### config.mk
export PLATFORM = sky130hd
export DESIGN_NAME = stage4_mem
export DESIGN_NICKNAME = d
export VERILOG_FILES = /design/src/rtl/stage4_mem_pkg.sv /design/src/rtl/stage4_mem_load_align.sv /design/src/rtl/stage4_mem.sv
export SDC_FILE = /design/constraint.sdc
export NUM_CORES = 1
export LEC_CHECK = 0
export CAP_MARGIN = 20
export CORE_MARGIN = 5
export CORE_UTILIZATION = 45
export DETAILED_ROUTE_END_ITERATION = 6
export GPL_TIMING_DRIVEN = 0
export PLACE_DENSITY = 0.79
export SYNTH_ARGS = -nofsm -noshare
export SYNTH_HDL_FRONTEND = slang
export SYNTH_HIERARCHICAL = 1
export SYNTH_SLANG_ARGS = --single-unit
### constraint.sdc
create_clock -name clk -period 1.5 [get_ports clk]
set_clock_uncertainty 0.05 [all_clocks]
set_input_delay 0.3 -clock clk [delete_from_list [all_inputs] [get_ports clk]]
set_output_delay 0.3 -clock clk [all_outputs]
set_load 0.005 [all_outputs]
### src/rtl/stage4_mem_pkg.sv
`default_nettype none
// ============================================================================
// Module      : stage4_mem_pkg
// Description : Shared constants for the memory-access stage. Holds the bus
//               widths, the bit offsets of the execute-to-memory bus fields
//               and the load-operation encodings.
// Revision    : 1.0 - initial release
// ============================================================================
package stage4_mem_pkg;

    // Bus widths
    localparam int c_WIDTH_ES_TO_MS_BUS = 74;
    localparam int c_WIDTH_MS_TO_WS_BUS = 70;
    localparam int c_WIDTH_MS_TO_DS_BUS = 38;

    // Field offsets inside the execute-to-memory bus
    localparam int c_ES_PC_LSB       = 0;
    localparam int c_ES_GR_WE        = 32;
    localparam int c_ES_RES_FROM_MEM = 33;
    localparam int c_ES_DEST_LSB     = 34;
    localparam int c_ES_ALU_LSB      = 39;
    localparam int c_ES_LD_OP_LSB    = 71;

    // Load operation encodings; bit 2 selects zero extension
    typedef enum logic [2:0] {
        LD_W  = 3'b000,
        LD_B  = 3'b001,
        LD_H  = 3'b010,
        LD_BU = 3'b101,
        LD_HU = 3'b110
    } ld_op_e;

endpackage : stage4_mem_pkg
`default_nettype wire

### src/rtl/stage4_mem_load_align.sv
`default_nettype none
// ============================================================================
// Module      : stage4_mem_load_align
// Description : Combinational load-data aligner. Picks the byte or halfword
//               lane addressed by addr[1:0] and sign- or zero-extends it.
//               Unknown operation codes return the full word. addr[0] is
//               ignored for halfword loads (no misalignment trap).
// Revision    : 1.0 - initial release
// ============================================================================
module stage4_mem_load_align
    import stage4_mem_pkg::*;
(
    input  logic [2:0]  ld_op,
    input  logic [1:0]  addr,
    input  logic [31:0] rdata,
    output logic [31:0] result
);

    logic [7:0]  w_byte;
    logic [15:0] w_half;

    // Lane selection and extension
    always_comb begin
        w_byte = rdata[7:0];
        w_half = addr[1] ? rdata[31:16] : rdata[15:0];
        result = rdata;
        case (addr)
            2'b00:   w_byte = rdata[7:0];
            2'b01:   w_byte = rdata[15:8];
            2'b10:   w_byte = rdata[23:16];
            default: w_byte = rdata[31:24];
        endcase
        case (ld_op)
            LD_B:    result = {{24{w_byte[7]}}, w_byte};
            LD_BU:   result = {24'h0, w_byte};
            LD_H:    result = {{16{w_half[15]}}, w_half};
            LD_HU:   result = {16'h0, w_half};
            default: result = rdata;
        endcase
    end

endmodule : stage4_mem_load_align
`default_nettype wire

### src/rtl/stage4_mem.sv
`default_nettype none
// ============================================================================
// Module      : stage4_mem
// Description : Memory-access pipeline stage. Registers the execute bus,
//               captures the synchronous data-SRAM response, aligns load
//               data and forwards {we, dest, result} to decode.
//               Build option MS_LOAD_EXT_EN enables byte/halfword loads;
//               without it every load returns the full word.
// Revision    : 1.0 - initial release
// ============================================================================
module stage4_mem
    import stage4_mem_pkg::*;
#(
    parameter int WIDTH_ES_TO_MS_BUS = c_WIDTH_ES_TO_MS_BUS,
    parameter int WIDTH_MS_TO_WS_BUS = c_WIDTH_MS_TO_WS_BUS,
    parameter int WIDTH_MS_TO_DS_BUS = c_WIDTH_MS_TO_DS_BUS
)
(
    input  logic                          clk,
    input  logic                          reset,
    input  logic                          ws_allow_in,
    output logic                          ms_allow_in,
    input  logic                          es_to_ms_valid,
    output logic                          ms_to_ws_valid,
    input  logic [WIDTH_ES_TO_MS_BUS-1:0] es_to_ms_bus,
    input  logic [31:0]                   data_sram_rdata,
    output logic [WIDTH_MS_TO_WS_BUS-1:0] ms_to_ws_bus,
    output logic [WIDTH_MS_TO_DS_BUS-1:0] ms_to_ds_bus
);

    logic                          r_ms_valid;
    logic [WIDTH_ES_TO_MS_BUS-1:0] r_bus;
    logic                          r_fresh;
    logic [31:0]                   r_rdata_hold;

    logic        w_ms_ready_go;
    logic        w_accept;
    logic [31:0] w_pc;
    logic        w_gr_we;
    logic        w_res_from_mem;
    logic [4:0]  w_dest;
    logic [31:0] w_alu_result;
    logic [31:0] w_eff_rdata;
    logic [31:0] w_load_data;
    logic [31:0] w_final_result;

    // The stage never waits on anything internal
    assign w_ms_ready_go  = 1'b1;
    assign ms_allow_in    = !r_ms_valid || (w_ms_ready_go && ws_allow_in);
    assign ms_to_ws_valid = r_ms_valid && w_ms_ready_go;
    assign w_accept       = es_to_ms_valid && ms_allow_in;

    // Valid flag, bus register and response capture
    always_ff @(posedge clk) begin
        if (reset) begin
            r_ms_valid   <= 1'b0;
            r_bus        <= '0;
            r_fresh      <= 1'b0;
            r_rdata_hold <= 32'h0;
        end else begin
            if (ms_allow_in) begin
                r_ms_valid <= es_to_ms_valid;
            end
            if (w_accept) begin
                r_bus <= es_to_ms_bus;
            end
            // The SRAM output is only trustworthy in the first resident
            // cycle; keep a copy so stalls do not see a later response.
            r_fresh <= w_accept;
            if (r_fresh && r_ms_valid) begin
                r_rdata_hold <= data_sram_rdata;
            end
        end
    end

    assign w_pc           = r_bus[c_ES_PC_LSB +: 32];
    assign w_gr_we        = r_bus[c_ES_GR_WE];
    assign w_res_from_mem = r_bus[c_ES_RES_FROM_MEM];
    assign w_dest         = r_bus[c_ES_DEST_LSB +: 5];
    assign w_alu_result   = r_bus[c_ES_ALU_LSB +: 32];
    assign w_eff_rdata    = r_fresh ? data_sram_rdata : r_rdata_hold;

`ifdef MS_LOAD_EXT_EN
    stage4_mem_load_align u_load_align (
        .ld_op  (r_bus[c_ES_LD_OP_LSB +: 3]),
        .addr   (w_alu_result[1:0]),
        .rdata  (w_eff_rdata),
        .result (w_load_data)
    );
`else
    // Word-only build: the operation field is carried but not decoded
    logic w_unused_ld_op;
    assign w_unused_ld_op = ^r_bus[c_ES_LD_OP_LSB +: 3];
    assign w_load_data    = w_eff_rdata;
`endif

    assign w_final_result = w_res_from_mem ? w_load_data : w_alu_result;
    assign ms_to_ws_bus   = {w_final_result, w_dest, w_gr_we, w_pc};
    assign ms_to_ds_bus   = {w_gr_we & r_ms_valid, w_dest, w_final_result};

endmodule : stage4_mem
`default_nettype wire
==> reports/metrics.yaml, run 1 <==
run_status:
  outcome: "finished with violations"
  violations: "negative setup slack"
pwr:
  p_switching_mw: 2.08
  seqPwrFrac_pct: 39.7
  internal_power_mw: 5.49
  p_total_mw: 7.57
  clkPwrFrac_pct: 32.1
  p_sw_share_pct: 27.5
  powerDensity_nw_per_um2: 789
  peakVddDrop_v: 0.000641
  combPwrFrac_pct: 28.2
  p_leak_nw: 3.93
routing:
  drt_iter0_markers: 299
  vias: 5555
  wl_per_cell_um: 17.3
  vias_per_cell: 5.10
  drc: 0
  drt_pass1_iterations: 5
  ant_nets: 0
  finalWirelength_um: 18900
timing:
  fmax_mhz: 497
  worst_pin_slew_ns: 0.792
  slew_violations: 0
  hold_viol_final: 0
  slew_headroom_pct: 47.2
  setup_viol: 94
  rsz0062_at_grt: "true"
  layout_setup_ws_ns: -0.512
  min_period_over_period_pct: 134
  finalWorstPathRequiredPeriod_ns: 2.01
final_layout:
  multi_input_area_sq_um: 3350
  fill_cells: 958
  area_growth_pct: 58.9
  drive_gt1_share_pct: 54.2
  fin_nets: 1019
  register_area_sq_um: 2140
  final_area_sq_um: 9590
  n_antenna_cell: 0
  layout_commonest_cell: "clkdlybuf4s50_1"
  final_cell_mix: "clkdlybuf4s50_1, a21oi_2, buf_4"
floorplan:
  fp.coreArea_sq_um: 13200
  die_width_um: 126
  ioPinCount: 220
  die-area_sq_um: 15800
  placementRows: 42
  initial_core_util_pct: 45.8
  chipHeight_um: 126
clocking:
  ctsRootBufferMaster: "clkbuf_16"
  numCtsBuffers: 9
  clk_latency_ns: 0.35
  clockBufferDepth: 2
  cts_tree: "done"
  clk_pin_slew_ns: 0.07
  numClockSinks: 105
  cts_htree_levels: 3
global_route:
  globalRouteMet2Util_pct: 38.3
  grt_overflow: 0
  groute.layer.met3.usage_pct: 5.25
  grt_util_all_layers_pct: 22.0
  grt_pass1_wl_um: 28800
  grt_max_degree: 19
  top_usage_layer: "met2"
  grt_antenna_before_repair: 0
  grt_pass1_vias: 5654
  gr-usage-met1_pct: 27.1
synthesis:
  syn_area_sq_um: 6040
  ys_warn_count: 6
  synthCells: 655
  syn-num-nets: 765
  yosysSeqAreaShare_pct: 34.8
  avgSynthCellArea_sq_um: 9.22
  yosysUniqueCellTypes: 18
  ys_ff_latch: 105
worst_setup_path:
  worstPathRequired_ns: 1.15
  cp-start-kind: "flop"
  crit_path_frequent_cell: "buf_12"
  path_class: "flop to output pin"
  crit_buf_inv: 5
  path_cells: "buf_8 -> buf_12 -> buf_12 -> mux2i_4 -> a21oi_2 -> buf_4 -> buf_6"
  end_kind: "output pin"
  cpPeakStageDelay_ns: 0.33
  crit_family: "buffers and inverters"
  worst-path-max-fanout: 8
  worstPathArrival_ns: 1.66
  slowest_stage: "dfxtp_2"
place:
  post-dp-hpwl_um: 13200
  placed_cell_area_sq_um: 8400
  port_buffers: 214
  gp_congestion: 0.791
worst_hold_path:
  hold_path.class: "primary input to flop"
run:
  maxCapViolations: 0
sequential cells by signal, indices dropped and copies added, names as in the netlist:
signal / flops
r_rdata_hold: 32
ms_to_ws_valid: 1
r_bus: 71
r_fresh: 1
tightest hold or removal path, cell delays in order:
cell and delay (ns):
buf_4 0.16, buf_2 0.20, nand2_1 0.07, nor2_1 0.04
logic make-up after synthesis:
logic type / synth area share (%)
buffers and inverters: 16.9
multiplexers: 5.31
AND/OR/NAND/NOR: 16.5
AO/OA/AOI/OAI: 26.5
flip-flops: 34.8
layer usage:
layer  vias to the layer above  routed length (um)
met1                      2662                8000
met2                       184                9380
met4                         0                 401
met5                         -                   0
met3                        32                1100
li1                       2677                   -
worst paths after layout:
kind,to,cells after the start,startpoint,slack [ns]
worst max-delay path,ms_to_ws_bus[39],7,r_fresh,-0.51
worst min-delay path,r_fresh,4,es_to_ms_valid,0.41
worst max register to register,r_rdata_hold[21],8,r_fresh,-0.08
worst min register to register,r_rdata_hold[18],2,r_rdata_hold[18],0.41
synth_stat cells:
library cell,count,area [sq um]
and2_1,2,12.5
buf_12,6,120
a21oi_2,55,482
nor2_1,33,124
a21oi_1,81,405
buf_6,8,90.1
a21bo_1,25,250
nand3_2,50,500
buf_2,21,105
nand2b_1,1,6.26
a21bo_2,46,460
buf_4,85,638
clkbuf_1,17,63.8
nand2_1,66,248
mux2i_1,32,320
nand3_1,21,105
dfxtp_1,105,2100
inv_1,1,3.75
final cells by class:
class / instances / area share [%]
buffer: 132 / 11.9
clock buffer: 9 / 2.35
clock inverter: 7 / 0.822
inverter: 1 / 0.0391
multi-input combinational: 412 / 34.9
sequential: 105 / 22.3
tap: 176 / 2.30
timing repair buffer: 248 / 25.4
stage by stage:
stage	TNS (ns)	cells	hold WS [ns]	utilization, %	setup WS (ns)
2_1_floorplan	0	655	0.386	-	0.0187
3_3_place_gp	-51.55	1045	0.392	63.7	-0.757
3_5_place_dp	-54.47	1045	0.397	63.7	-0.774
4_1_cts	-29.81	1076	0.388	69.0	-0.685
5_1_grt	-32.87	1090	0.414	72.7	-0.573
6_report	-28.22	1090	0.405	72.7	-0.512
power groups by stage:
stage / combinational, mW / sequential (mW) / clock (mW)
2_1_floorplan: 0.959 / 3.03 / 0
4_1_cts: 1.99 / 3.00 / 2.47
5_1_grt: 2.28 / 3.02 / 2.58
3_3_place_gp: 1.88 / 3.04 / 0
6_report: 2.13 / 3.00 / 2.43
3_5_place_dp: 1.91 / 3.05 / 0
repair_timing:
| action | CTS | global route |
|---|---|---|
| hold buffers | 0 | 0 |
| gates cloned | 1 | 4 |
| resized for setup | 314 | 148 |
| endpoints found under the setup margin | 110 | 162 |
| buffers inserted | 16 | 17 |
| pin swaps | 20 | 22 |
Note: power is estimated with default switching activity, not from simulation.
==> run 2: changes to the inputs <==
SYNTH_HIERARCHICAL = unset   (was 1)
==> results of run 2 <==
The final DEF is identical to that of run 1; final timing and power are the same.
Main changes from that run: Yosys warning count 6 -> 0
==> run 3: changes to the inputs <==
CAP_MARGIN = unset   (was 20)
clock period = 2.3 ns   (was 1.5 ns; I/O delays follow)
==> reports/metrics.yaml, run 3 <==
synthesis:
  synth_top_family_by_area: "compound AO/OA/AOI/OAI gates"
  synth_mux_area_share_pct: 5.31  # unchanged
  synthArstFlopShare_pct: 0  # unchanged
  yosysMostFrequentCell: "dfxtp_1"
  synthFlopType: "dfxtp_1"
  synth_area_leaders: "dfxtp_1, buf_4, nand3_2"
  avgSynthCellArea_sq_um: 9.22  # unchanged
  synth_top_area_share_pct: 34.8  # unchanged
  synth_compound_area_share_pct: 26.5  # unchanged
  syn-num-nets: 765  # unchanged
  ys_ff_latch: 105  # unchanged
  ys_top_cells_by_count: "dfxtp_1, buf_4, a21oi_1"
  synth_edf_count: 0  # unchanged
  synthCells: 655  # unchanged
  yosysSeqAreaShare_pct: 34.8  # unchanged
  yosysUniqueCellTypes: 18  # unchanged
  synthAdderAreaFrac_pct: 0  # unchanged
  synth_simple_gate_area_share_pct: 16.5  # unchanged
  syn_area_sq_um: 6040  # unchanged
  synth_xor_area_share_pct: 0  # unchanged
  yosys.area.top_type: "dfxtp_1"
  ys_warn_count: 0
clocking:
  clockBufferDepth: 2  # unchanged
  ctsRootBufferMaster: "clkbuf_16"
  clk_pin_slew_ns: 0.07  # about the same
  numClockSinks: 105  # unchanged
  cts_tree: "done"
  clk_latency_ns: 0.35  # about the same
  numCtsBuffers: 9  # unchanged
  cts_htree_levels: 3  # unchanged
floorplan:
  placementRows: 42  # unchanged
  initial_core_util_pct: 45.8  # unchanged
  chipHeight_um: 126  # unchanged
  die_width_um: 126  # unchanged
  ioPinCount: 220  # unchanged
  die-area_sq_um: 15800  # unchanged
  fp.coreArea_sq_um: 13200  # unchanged
global_route:
  grt_max_degree: 20  # +1
  grt_antenna_before_repair: 0  # unchanged
  grt_pass1_vias: 5556  # -1.7%
  grt_overflow: 0  # unchanged
  grt_util_all_layers_pct: 21.5  # -0.53 points
  grt_pass1_wl_um: 28100  # -2.2%
worst_hold_path:
  worstHoldStart: "r_rdata_hold[0]"
  min_path_cells: 2  # -2
  hold_path.class: "flop to flop"
  holdPathEnd: "r_rdata_hold[0]"
final_layout:
  multi_input_area_sq_um: 3150  # -5.9%
  fin_nets: 1010  # -0.88%
  final_cell_mix: "clkdlybuf4s50_1, buf_4, dfxtp_1"
  reg_top3: "r_bus x71, r_rdata_hold x32"
  largest_reg_flops: 71  # unchanged
  final_area_sq_um: 9210  # -4.0%
  area_growth_pct: 52.5
  largest-register: "r_bus"
  final_util_pct: 69.8  # -2.9 points
  fill_cells: 1016  # +6.1%
  register_area_sq_um: 2100  # -1.9%
  drive_gt1_share_pct: 41.5  # -13 points
  layout_commonest_cell: "clkdlybuf4s50_1"
  n_antenna_cell: 0  # unchanged
timing:
  slew_headroom_pct: 51.8  # +4.6 points
  hold_viol_final: 0  # unchanged
  finalWorstPathRequiredPeriod_ns: 2.39
  worst_pin_slew_ns: 0.723  # -0.0692 ns
  hold_ws_ns: 0.405  # -0.000234 ns
  setup_viol: 3  # -97%
  fmax_mhz: 418
  min_period_over_period_pct: 104
  slew_violations: 0  # unchanged
  rsz0062_at_grt: "true"
  layout_setup_ws_ns: -0.0933  # +0.419 ns
routing:
  drc: 0  # unchanged
  wl_per_cell_um: 16.6  # -4.0%
  finalWirelength_um: 18000  # -4.8%
  drt_pass1_iterations: 5  # unchanged
  vias_per_cell: 5.03  # -1.3%
  vias: 5439  # -2.1%
  drt_iter0_markers: 237  # -21%
  ant_nets: 0  # unchanged
place:
  place_ws_ns: -0.207  # +0.568 ns
  port_buffers: 214  # unchanged
  placed_cell_area_sq_um: 8400  # unchanged
  post-dp-hpwl_um: 13200  # unchanged
  gp_congestion: 0.791  # unchanged
pwr:
  p_leak_nw: 3.91  # -0.36%
  powerDensity_nw_per_um2: 528  # -33%
  peakVddDrop_v: 0.000400  # -38%
  p_total_mw: 4.86  # -36%
run_status:
  violations: "negative setup slack"
  outcome: "finished with violations"
worst_setup_path:
  cpPeakStageDelay_ns: 0.43  # +0.10 ns
  r2r_slack_ns: 0.77  # +0.85 ns
  worst-path-max-fanout: 10  # +2
  cp-start-kind: "flop"
  path_cells: "buf_8 -> buf_12 -> mux2i_2 -> a21oi_2 -> buf_4 -> clkdlybuf4s50_1"
  end_kind: "output pin"
  r2r-start: "r_fresh"
  path_class: "flop to output pin"
  worstRegToRegCells: 8  # unchanged
  worstPathArrival_ns: 1.88  # +0.22 ns
  worstPathRequired_ns: 1.79  # +0.64 ns
  slowest_stage: "clkdlybuf4s50_1"
  reg2reg_to: "r_rdata_hold[28]"
run:
  maxCapViolations: 0  # unchanged
[run 3: area by class of cell]
class | instances | share of cell area [%]
repair buffers | 237 | 25.3
multi-input cells | 412 | 34.2
clock inverters | 7 | 0.856
plain buffers | 134 | 11.9
well taps | 176 | 2.39
clock buffers | 9 | 2.45
inverters | 1 | 0.0408
flip-flops and latches | 105 | 22.8
[run 3: worst max-delay path, delay by kind of cell, from the launching register on]
kind | cells | cell delay, ns
DFF | 1 | 0.34
AOI/OAI and AO/OA | 1 | 0.08
buffers and inverters | 4 | 0.86
muxes | 1 | 0.25
[run 3: report_power, final]
| part | switching, mW | internal (mW) | leakage, nW |
|---|---|---|---|
| Combinational | 0.529 | 0.780 | 2.90 |
| Clock | 0.741 | 0.855 | 0.150 |
| Sequential | 0.0476 | 1.90 | 0.860 |
[run 3: worst max path at each step]
stage	startpoint	endpoint	depth (start not counted)
2_1_floorplan	r_bus[33]	ms_to_ws_bus[42]	5
3_3_place_gp	ws_allow_in	ms_allow_in	5
3_5_place_dp	ws_allow_in	ms_allow_in	5
4_1_cts	r_bus[33]	ms_to_ws_bus[57]	5
5_1_grt	data_sram_rdata[31]	ms_to_ws_bus[69]	5
6_report	r_fresh	ms_to_ws_bus[50]	6
[run 3: per-layer routing]
layer  vias up  GRT usage, %  part of all wire (%)
met5         -             0                     0
li1       2664             -                     -
met2       174          37.1                    49
met4         0          6.06                   1.3
met3        17          5.21                   6.1
met1      2584          26.8                    43
[run 3: cell families after synthesis]
| logic type | Yosys count |
|---|---|
| DFF | 105 |
| muxes | 32 |
| AOI/OAI and AO/OA | 207 |
| and+or+nand+nor | 173 |
| buffers and inverters | 138 |
[run 3: repair_timing]
item | 4_1_cts | 5_1_grt
hold buffers | 0 | 0
endpoints found under the setup margin | 65 | 38
buffers inserted | 2 | 21
pin swaps | 30 | 19
resized for setup | 84 | 73
[run 3: per-stage QoR]
stage / instances / setup TNS [ns]
5_1_grt: 1081 / -0.441
4_1_cts: 1062 / -2.56
2_1_floorplan: 655 / 0
3_3_place_gp: 1045 / -2.99
6_report: 1081 / -0.231
3_5_place_dp: 1045 / -3.89
